File: config.mk
export PLATFORM = sky130hd
export DESIGN_NAME = mem_port_arbiter
export DESIGN_NICKNAME = d
export VERILOG_FILES = /design/src/rtl/mem_port_arbiter.sv
export SDC_FILE = /design/constraint.sdc
export NUM_CORES = 1
export LEC_CHECK = 0
export ABC_AREA = 1
export CORE_MARGIN = 1.5
export CORE_UTILIZATION = 37
export DETAILED_ROUTE_END_ITERATION = 6
export GPL_TIMING_DRIVEN = 0
export PLACE_DENSITY = 0.76
export SLEW_MARGIN = 20
export SYNTH_ARGS = -nofsm -noshare
export SYNTH_HDL_FRONTEND = slang
export SYNTH_SLANG_ARGS = --single-unit
File: constraint.sdc
create_clock -name clk -period 1.5 [get_ports clk]
set_input_delay 0.225 -clock clk [delete_from_list [all_inputs] [get_ports clk]]
set_output_delay 0.225 -clock clk [all_outputs]
set_load 0.02 [all_outputs]
File: src/rtl/mem_port_arbiter.sv
// Two-requester arbiter (instruction fetch + data load/store) in front of a
// single-port block memory with a one-cycle registered read.
module mem_port_arbiter #(
  parameter int unsigned ADDR_W       = 10,
  parameter int unsigned DATA_W       = 16,
  parameter int unsigned STARVE_LIMIT = 4
) (
  input  logic              clk,
  input  logic              reset,

  input  logic              if_req,
  input  logic [ADDR_W-1:0] if_addr,
  output logic              if_gnt,
  output logic              if_rvalid,
  output logic [DATA_W-1:0] if_rdata,

  input  logic              d_req,
  input  logic              d_we,
  input  logic [ADDR_W-1:0] d_addr,
  input  logic [DATA_W-1:0] d_wdata,
  output logic              d_gnt,
  output logic              d_done,
  output logic [DATA_W-1:0] d_rdata,

  output logic              mem_we,
  output logic [ADDR_W-1:0] mem_addr,
  output logic [DATA_W-1:0] mem_din,
  input  logic [DATA_W-1:0] mem_dout
);

  localparam int unsigned STREAK_W = (STARVE_LIMIT > 0) ? $clog2(STARVE_LIMIT + 1) : 1;

  typedef enum logic [1:0] {IDLE, ACCESS, RD_WAIT} state_e;
  typedef enum logic {OWN_FETCH, OWN_DATA} owner_e;

  state_e              state_q;
  owner_e              owner_q;
  logic [STREAK_W-1:0] streak_q;

  logic                if_gnt_q;
  logic                if_rvalid_q;
  logic [DATA_W-1:0]   if_rdata_q;
  logic                d_gnt_q;
  logic                d_done_q;
  logic [DATA_W-1:0]   d_rdata_q;
  logic                mem_we_q;
  logic [ADDR_W-1:0]   mem_addr_q;
  logic [DATA_W-1:0]   mem_din_q;

  logic starved;
  logic fetch_wins;
  logic data_wins;
  logic grant_if;
  logic grant_d;

  // Data has priority unless fetch has been passed over STARVE_LIMIT times in a row.
  always_comb begin
    starved    = (streak_q == STREAK_W'(STARVE_LIMIT));
    fetch_wins = if_req && (!d_req || starved);
    data_wins  = d_req && !fetch_wins;
    grant_if   = (state_q == IDLE) && fetch_wins;
    grant_d    = (state_q == IDLE) && data_wins;
  end

  always_ff @(posedge clk) begin
    if (reset) begin
      state_q     <= IDLE;
      owner_q     <= OWN_FETCH;
      streak_q    <= '0;
      if_gnt_q    <= 1'b0;
      if_rvalid_q <= 1'b0;
      if_rdata_q  <= '0;
      d_gnt_q     <= 1'b0;
      d_done_q    <= 1'b0;
      d_rdata_q   <= '0;
      mem_we_q    <= 1'b0;
      mem_addr_q  <= '0;
      mem_din_q   <= '0;
    end else begin
      if_gnt_q    <= 1'b0;
      if_rvalid_q <= 1'b0;
      d_gnt_q     <= 1'b0;
      d_done_q    <= 1'b0;

      if (!if_req || grant_if) begin
        streak_q <= '0;
      end else if (grant_d && !starved) begin
        streak_q <= streak_q + STREAK_W'(1);
      end

      case (state_q)
        IDLE: begin
          if (grant_if) begin
            mem_addr_q <= if_addr;
            mem_we_q   <= 1'b0;
            owner_q    <= OWN_FETCH;
            if_gnt_q   <= 1'b1;
            state_q    <= ACCESS;
          end else if (grant_d) begin
            mem_addr_q <= d_addr;
            mem_we_q   <= d_we;
            mem_din_q  <= d_wdata;
            owner_q    <= OWN_DATA;
            d_gnt_q    <= 1'b1;
            state_q    <= ACCESS;
          end else begin
            mem_we_q   <= 1'b0;
          end
        end
        // mem_we_q is high here only for a store, so it doubles as the op type.
        ACCESS: begin
          mem_we_q <= 1'b0;
          if (owner_q == OWN_DATA && mem_we_q) begin
            d_done_q <= 1'b1;
            state_q  <= IDLE;
          end else begin
            state_q  <= RD_WAIT;
          end
        end
        RD_WAIT: begin
          if (owner_q == OWN_FETCH) begin
            if_rdata_q  <= mem_dout;
            if_rvalid_q <= 1'b1;
          end else begin
            d_rdata_q   <= mem_dout;
            d_done_q    <= 1'b1;
          end
          state_q <= IDLE;
        end
        default: state_q <= IDLE;
      endcase
    end
  end

  assign if_gnt    = if_gnt_q;
  assign if_rvalid = if_rvalid_q;
  assign if_rdata  = if_rdata_q;
  assign d_gnt     = d_gnt_q;
  assign d_done    = d_done_q;
  assign d_rdata   = d_rdata_q;
  assign mem_we    = mem_we_q;
  assign mem_addr  = mem_addr_q;
  assign mem_din   = mem_din_q;

endmodule

* Yosys cells after proc, flatten, opt, wreduce, memory -nomap -nowiden
Index checks and enable logic that the tools add are counted.
** Word-level totals
- Bits in registers :: 69
- Bits of input ports :: 57
- Output and inout port bits :: 63
- Word-level logic and storage cells :: 61
** Operators by class
- $add $sub $neg :: 1
- Eq/ne operators :: 4
- Muxes and demuxes :: 17
- Bitwise logic cells :: 4
- Reduce and logical (&&, ||, !) cells :: 23
** Operator list (count)
- $mux 10 :: 2
- $mux 1 :: 9
- $logic_and 1x1->1 :: 6
- $mux 2 :: 3
- $reduce_and 2->1 :: 3
- $reduce_or 2->1 :: 3
- $logic_not 1->1 :: 4
- $not 1->1 :: 4
- $pmux 1 s2 :: 2
- $pmux 2 s2 :: 1
- $reduce_bool 2->1 :: 2
- $add 3x1->3 const B :: 1
- $eq 3x3->1 const B :: 1
- $ne 3x3->1 const B :: 1
- $reduce_and 3->1 :: 1
- $reduce_or 3->1 :: 1
- $eq 2x1->1 const B :: 1
- $eq 2x2->1 const B :: 1
- $logic_not 2->1 :: 1
- $logic_or 1x1->1 :: 2

* Longest topological paths before layout
Gate-level depths: netlist of the first run.
- Depth in word-level cells :: 9
- Depth in mapped cells :: 10
- Depth with buffers taken out :: 9

* Least setup slack after synthesis of the first run
OpenSTA, ideal clock, no wires.
- Path kind :: register to register
- Start point :: reg streak_q[0]
- End point :: reg mem_din_q[10], in the netlist mem_din[10]
- Library setup time :: 0.113 ns
- Data arrival time :: 1.253 ns
- Required time :: 1.387 ns
- Setup slack :: 0.134 ns
- Stages on the path, launching flop included :: 10
- Path buffers :: 1
- Clock period less this slack :: 1.366 ns
- Path through :: dfxtp_1 -> inv_1 -> ha_1 -> nand2_1 -> nand2_4 -> nand2_4 -> nand2_4 -> buf_2 -> o21ai_1 -> nor2_1
** On the way
- Longest elaborated chain between the ends :: 7
- Elaborated cells on any way between the ends :: 9
- Classes of those cells :: eq/ne (1); bitwise (1); reduce/logical (7)
** Ends and longest elaborated chain
- start, declared :: line 38 : logic [STREAK_W-1:0] streak_q;
- start signal, assigned :: line 88 : streak_q <= streak_q + STREAK_W'(1);
- $eq 3x3->1 * :: line 58 : starved = (streak_q == STREAK_W'(STARVE_LIMIT));
- $logic_or 1x1->1 * :: line 59 : fetch_wins = if_req && (!d_req || starved);
- $logic_and 1x1->1 * :: line 59
- $logic_not 1->1 :: line 60 : data_wins = d_req && !fetch_wins;
- $logic_and 1x1->1 :: line 60
- $logic_and 1x1->1 :: line 62 : grant_d = (state_q == IDLE) && data_wins;
- $reduce_and 3->1 (no line) *
- end signal, assigned :: line 102 : mem_din_q <= d_wdata;
- end, declared :: line 48 : logic [DATA_W-1:0] mem_din_q;
Mark *: on every way between the ends. The rest lies on a longest branch, timed or not.
A chain may end at the register's enable or synchronous reset.

* Worst setup path after layout of the first run
- Start point :: in if_req
- End point :: reg state_q[1]
** On the way
- Longest elaborated chain between the ends :: 5
- Elaborated cells on any way between the ends :: 8
- Classes of those cells :: eq/ne (1); mux (2); reduce/logical (5)
** Ends and longest elaborated chain
- start, declared :: line 11 : input logic if_req,
- $logic_and 1x1->1 * :: line 59
- $logic_not 1->1 :: line 60
- $logic_and 1x1->1 :: line 60
- $logic_and 1x1->1 :: line 62
- $ne 3x3->1 (no line)
- end signal, assigned :: line 67 : state_q <= IDLE;
- end signal, assigned :: line 98 : state_q <= ACCESS;
- end signal, assigned :: line 105 : state_q <= ACCESS;
- end, declared :: line 36 : state_e state_q;
Marks and branches as above.

==> results.toml, run 1 <==
[status]
status = "complete, no violations"

[floorplan]
rows = 30
io_pins = 120
core_sq_um = 6830
start_util_pct = 38.3
die_area_sq_um = 7580
die_w_um = 87.1
fp.dieH_um = 87.1

[worst_setup_path]
critPathKind = "in -> reg"
crit_path_end_kind = "register"
crit_fanout = 10
cp-start-kind = "primary input"
reg2reg_slack_ns = 0.09
critPathArrivalTime_ns = 1.65
cp.required_ns = 1.72

[synthesis]
synth_cells = 340
postSynthAreaPerCell_sq_um = 7.69
synth_nets = 402
synth_area_leaders = "dfxtp_1 53%, nor2_1 14%, o21ai_0 6.5%, nand2_1 5.6%, nand3_1 4.6%"
synth_edf_count = 0
yosysSeqAreaShare_pct = 52.8
yosysWarnings = 0
synth_area_sq_um = 2620
synth_top_area_share_pct = 52.8
synth_flop_cell = "dfxtp_1"
synth.cells.most_frequent = "99 x nor2_1, 69 x dfxtp_1, 39 x nand2_1"
synth.most_common_cell = "nor2_1"
ys_types = 19
async_flop_share_pct = 0
yosys.area.top_type = "dfxtp_1"
ys_ff_latch = 69

[power_and_ir_drop]
cellPowerDensity_nw_per_um2 = 1120
ir_drop_mv = 0.526
power_leakage_nw = 1.96
totalPowerFinal_mw = 4.67

[clocking]
h-tree-depth = 3
cts_buffers = 9
clock-sinks = 69
cts_root_buf = "clkbuf_8"
clk_latency_ns = 0.34
cts.hold.buffers_added = 0
clk_pin_slew_ns = 0.08
cts_max_path_buffers = 2
cts_tree = "built"

[timing]
tightestPinTransition_ns = 0.412
skew_ns = 0.00566
slew_viol_final = 0
final-hold-violation-count = 0
final-setup-viol-count = 0
finalCriticalPeriod_ns = 1.43
finalCritPeriodShare_pct = 95.4
fin_tns_setup_ns = 0
slew_headroom_pct = 72.6
fmax_mhz = 699

[routing]
first_pass_iters = 4
drc = 0
wl_per_cell_um = 13.2
finalWirelength_um = 7620
vias_per_cell = 4.75
drtIter0Drc = 87
vias = 2730
ant_nets = 0

[global_route]
grt_pass1_vias = 2505
gr-total-overflow = 0
track_usage_pct = 19.6
antenna_found_initial = 0
grt_start_max_net_pins = 13
grt_pass1_wl_um = 11500

[layout]
fin_nets = 536
drive_gt1_share_pct = 10.2
antennaDiodeCount = 0
fin_cells = 575
multiInputGateArea_sq_um = 1140
seq_area_sq_um = 1390
syn_to_final_growth_pct = 59.1
nFillCells = 652

[placed_design]
numPortBuffers = 119
dpl.hpwl_um = 5360
gp_congestion = 0.793
place_inst = 555

[hold_path]
hold_path.class = "in -> reg"

[job]
cap_violations = 0
[per-layer routing]
layer	up-vias	wire, um	global-route usage, %
li1	1370	-	-
met1	1242	3360	22.4
met2	103	3580	34.2
met3	15	540	5.88
met4	0	137	7.94
met5	-	0	0
[cells by family after synthesis]
kind of cell             share of synthesized area (%)
AO/OA/AOI/OAI                                     11.0
adder cells (fa/ha/maj)                           2.39
buffers and inverters                             5.64
flip-flops                                        52.8
AND/OR/NAND/NOR                                   28.1
[layout by cell type, fill, tap and decap left out, types with 7 or more instances in the layout]
master,instances
nor2_1,99
a21oi_1,8
inv_1,14
clkbuf_8,10
clkdlybuf4s50_1,56
dfxtp_1,66
nand3_1,24
nand4_1,8
o21ai_0,34
buf_4,7
nand2_1,36
o21ai_1,14
dlygate4sd2_1,62
[through the flow]
stage               worst slack (ns)  cell area [sq um]  utilization [%]  hold WS (ns)
floorplan                      0.134               2620                -         0.294
global placement              -0.269               3930             57.5         0.456
detailed placement            -0.279               3930             57.5         0.471
CTS                         0.000152               4100             60.0         0.429
global route                -0.00460               4160             60.9         0.459
finish                        0.0688               4160             60.9         0.443
[power by group]
part           leakage (nW)  total (mW)  internal, mW  switching (mW)
clock network        0.0995        1.53         0.816           0.710
registers             0.564        2.06          1.98          0.0793
logic                  1.29        1.08         0.464           0.617
[repair_timing]
action                                  CTS  global route
pin swaps                                 1             1
endpoints found under the setup margin   99            42
gates resized for setup                  73            19
setup buffers                             1             4
[sequential cells by signal, summed over array words and instances (netlist names)]
signal / flops
d_gnt: 1
mem_din: 16
streak_q: 3
d_done: 1
owner_q: 1
state_q: 2
if_rvalid: 1
if_gnt: 1
mem_addr: 10
d_rdata: 16
if_rdata: 16
mem_we: 1
[critical path, stage by stage]
cell	delay, ns
clkdlybuf4s50_1	0.51
buf_4	0.23
o21ai_2	0.26
buf_4	0.23
nand2_1	0.06
nand3_1	0.07
a21oi_1	0.06
[worst paths after layout]
kind	startpoint	end	depth (start not counted)
setup / recovery	if_req	state_q[1]	7
setup reg to reg	streak_q[0]	mem_din[5]	9
hold reg to reg	state_q[0]	state_q[0]	2
hold / removal	d_addr[7]	mem_addr[7]	3
[final cells by class]
| type | count | share of cell area, % |
|---|---|---|
| Multi-Input combinational cell | 237 | 27.3 |
| Clock buffer | 11 | 3.40 |
| Inverter | 19 | 1.98 |
| Buffer | 14 | 1.98 |
| Clock inverter | 5 | 1.44 |
| Tap cell | 96 | 2.89 |
| Sequential cell | 69 | 33.3 |
| Timing Repair Buffer | 124 | 27.7 |
(Power assumes the default switching activity.)
==> run 2, diff against run 1 <==
ABC_CLOCK_PERIOD_IN_PS = 1500   (was not set)
==> results of run 2 <==
Final layout, timing and power as in run 1 (identical DEF).
==> run 3, diff against run 2 <==
CORE_MARGIN = not set   (was 1.5)
CORE_UTILIZATION = 38   (was 37)
CTS_BUF_LIST = sky130_fd_sc_hd__clkbuf_2   (was not set)
PLACE_DENSITY = 0.77   (was 0.76)
==> results.toml, run 3 (synthesis results as in run 1) <==
[worst_setup_path]
critPathKind = "reg -> out"
slowest_stage = "dfxtp_1"
path_cells = "dlygate4sd2_1"
path_delay_family = "flip-flops"
cp-start-kind = "register"
reg2reg_slack_ns = 0.08
crit_path_end_kind = "output pin"
crit_fanout = 2
r2r-end = "mem_din[9]"
r2r-start = "state_q[0]"
startpoint = "d_rdata[14]"
max_stage_delay_ns = 0.39
rr_worst_depth = 8
path_buf_inv = 1
cp.required_ns = 1.27
critPathArrivalTime_ns = 1.20

[timing]
finalCritPeriodShare_pct = 95.1
tightestPinTransition_ns = 0.477
final-setup-viol-count = 0
holdWs_ns = 0.302
layout_setup_ws_ns = 0.0734
final-hold-violation-count = 0
fmax_mhz = 701
slew_headroom_pct = 68.2
slew_viol_final = 0
finalCriticalPeriod_ns = 1.43
fin_tns_setup_ns = 0
skew_ns = 0.0249

[floorplan]
start_util_pct = 40.3
fp.dieH_um = 85.0
core_sq_um = 6490
die_area_sq_um = 7220
die_w_um = 85.0
rows = 29
io_pins = 120

[global_route]
track_usage_pct = 19.9
gr-total-overflow = 0
grt_start_max_net_pins = 12
grt_pass1_vias = 2575
antenna_found_initial = 0
grt_pass1_wl_um = 11500

[clocking]
cts.hold.buffers_added = 0
cts_buffers = 9
h-tree-depth = 3
clk_pin_slew_ns = 0.19
cts_root_buf = "clkbuf_2"
cts_tree = "built"
cts_max_path_buffers = 2
clock-sinks = 69
clk_latency_ns = 0.48

[layout]
design_area_sq_um = 3990
fin_cells = 554
final_util_pct = 61.5
syn_to_final_growth_pct = 52.7
final_common_cell = "nor2_1"
antennaDiodeCount = 0
multiInputGateArea_sq_um = 1110
fin_nets = 534
nFillCells = 619
seq_area_sq_um = 1390
final_cell_mix = "99 x nor2_1, 66 x dfxtp_1, 62 x dlygate4sd2_1"
drive_gt1_share_pct = 9.64

[placed_design]
place_inst = 536
pre_cts_slack_ns = -0.240
gp_congestion = 0.781
numPortBuffers = 119
dpl.hpwl_um = 5180
place_area_sq_um = 3900

[power_and_ir_drop]
ir_drop_mv = 0.462
power_leakage_nw = 1.89
totalPowerFinal_mw = 4.12
cellPowerDensity_nw_per_um2 = 1030

[hold_path]
hold_path_end = "mem_addr[1]"
hold_path.class = "in -> reg"
whs_path_depth = 3
hold_path.startpoint = "d_addr[1]"

[routing]
drtIter0Drc = 94
vias = 2688
first_pass_iters = 6
wl_per_cell_um = 12.6
vias_per_cell = 4.85
drc = 10
ant_nets = 0
finalWirelength_um = 6960

[status]
violations = "DRC"
status = "finished, violations left"

[job]
cap_violations = 0
==> run 3: worst max-delay path by stage <==
stage                       end  slack (ns)  cells past startpoint
finish              d_rdata[14]        0.07                      1
global route        mem_din[12]      -0.005                      1
CTS                  mem_din[9]      -0.002                      9
detailed placement   mem_din[9]       -0.24                      5
global placement     mem_din[9]       -0.22                      5
floorplan           mem_din[10]        0.13                      9
==> run 3: per-layer routing <==
layer	track usage (%)	vias to the layer above	wire length [um]
met4	7.70	0	124
met3	5.93	14	527
met1	24.4	1209	3200
met5	0	-	0
li1	-	1366	-
met2	32.8	99	3110
==> run 3: cell type report <==
cell class                      instances  area share [%]
Sequential cell                        69            34.7
Multi-Input combinational cell        237            27.9
Buffer                                 14            2.04
Clock buffer                           11            1.38
Timing Repair Buffer                  122            28.3
Inverter                               19            1.97
Tap cell                               77            2.41
Clock inverter                          5            1.28
==> run 3: timing repair <==
action | 4_1_cts | 5_1_grt
setup buffers | 1 | 2
endpoints found under the setup margin | 96 | 41
pin swaps | 1 | 2
gates resized for setup | 70 | 18
cloned | 0 | 0
==> run 3: worst reg2reg max path: stages, from the launching register on <==
cell and delay, ns:
dfxtp_2 0.36, inv_1 0.08, ha_2 0.23, nand2_1 0.11, inv_4 0.13, nand2_8 0.11
buf_8 0.16, o21ai_1 0.12, nor2_1 0.05
==> run 3: power breakdown <==
group          switching [mW]  total (mW)  internal, mW  leakage [nW]
Combinational           0.592        1.04         0.445          1.26
Sequential             0.0757        2.06          1.99         0.564
Clock                   0.631        1.02         0.389        0.0694
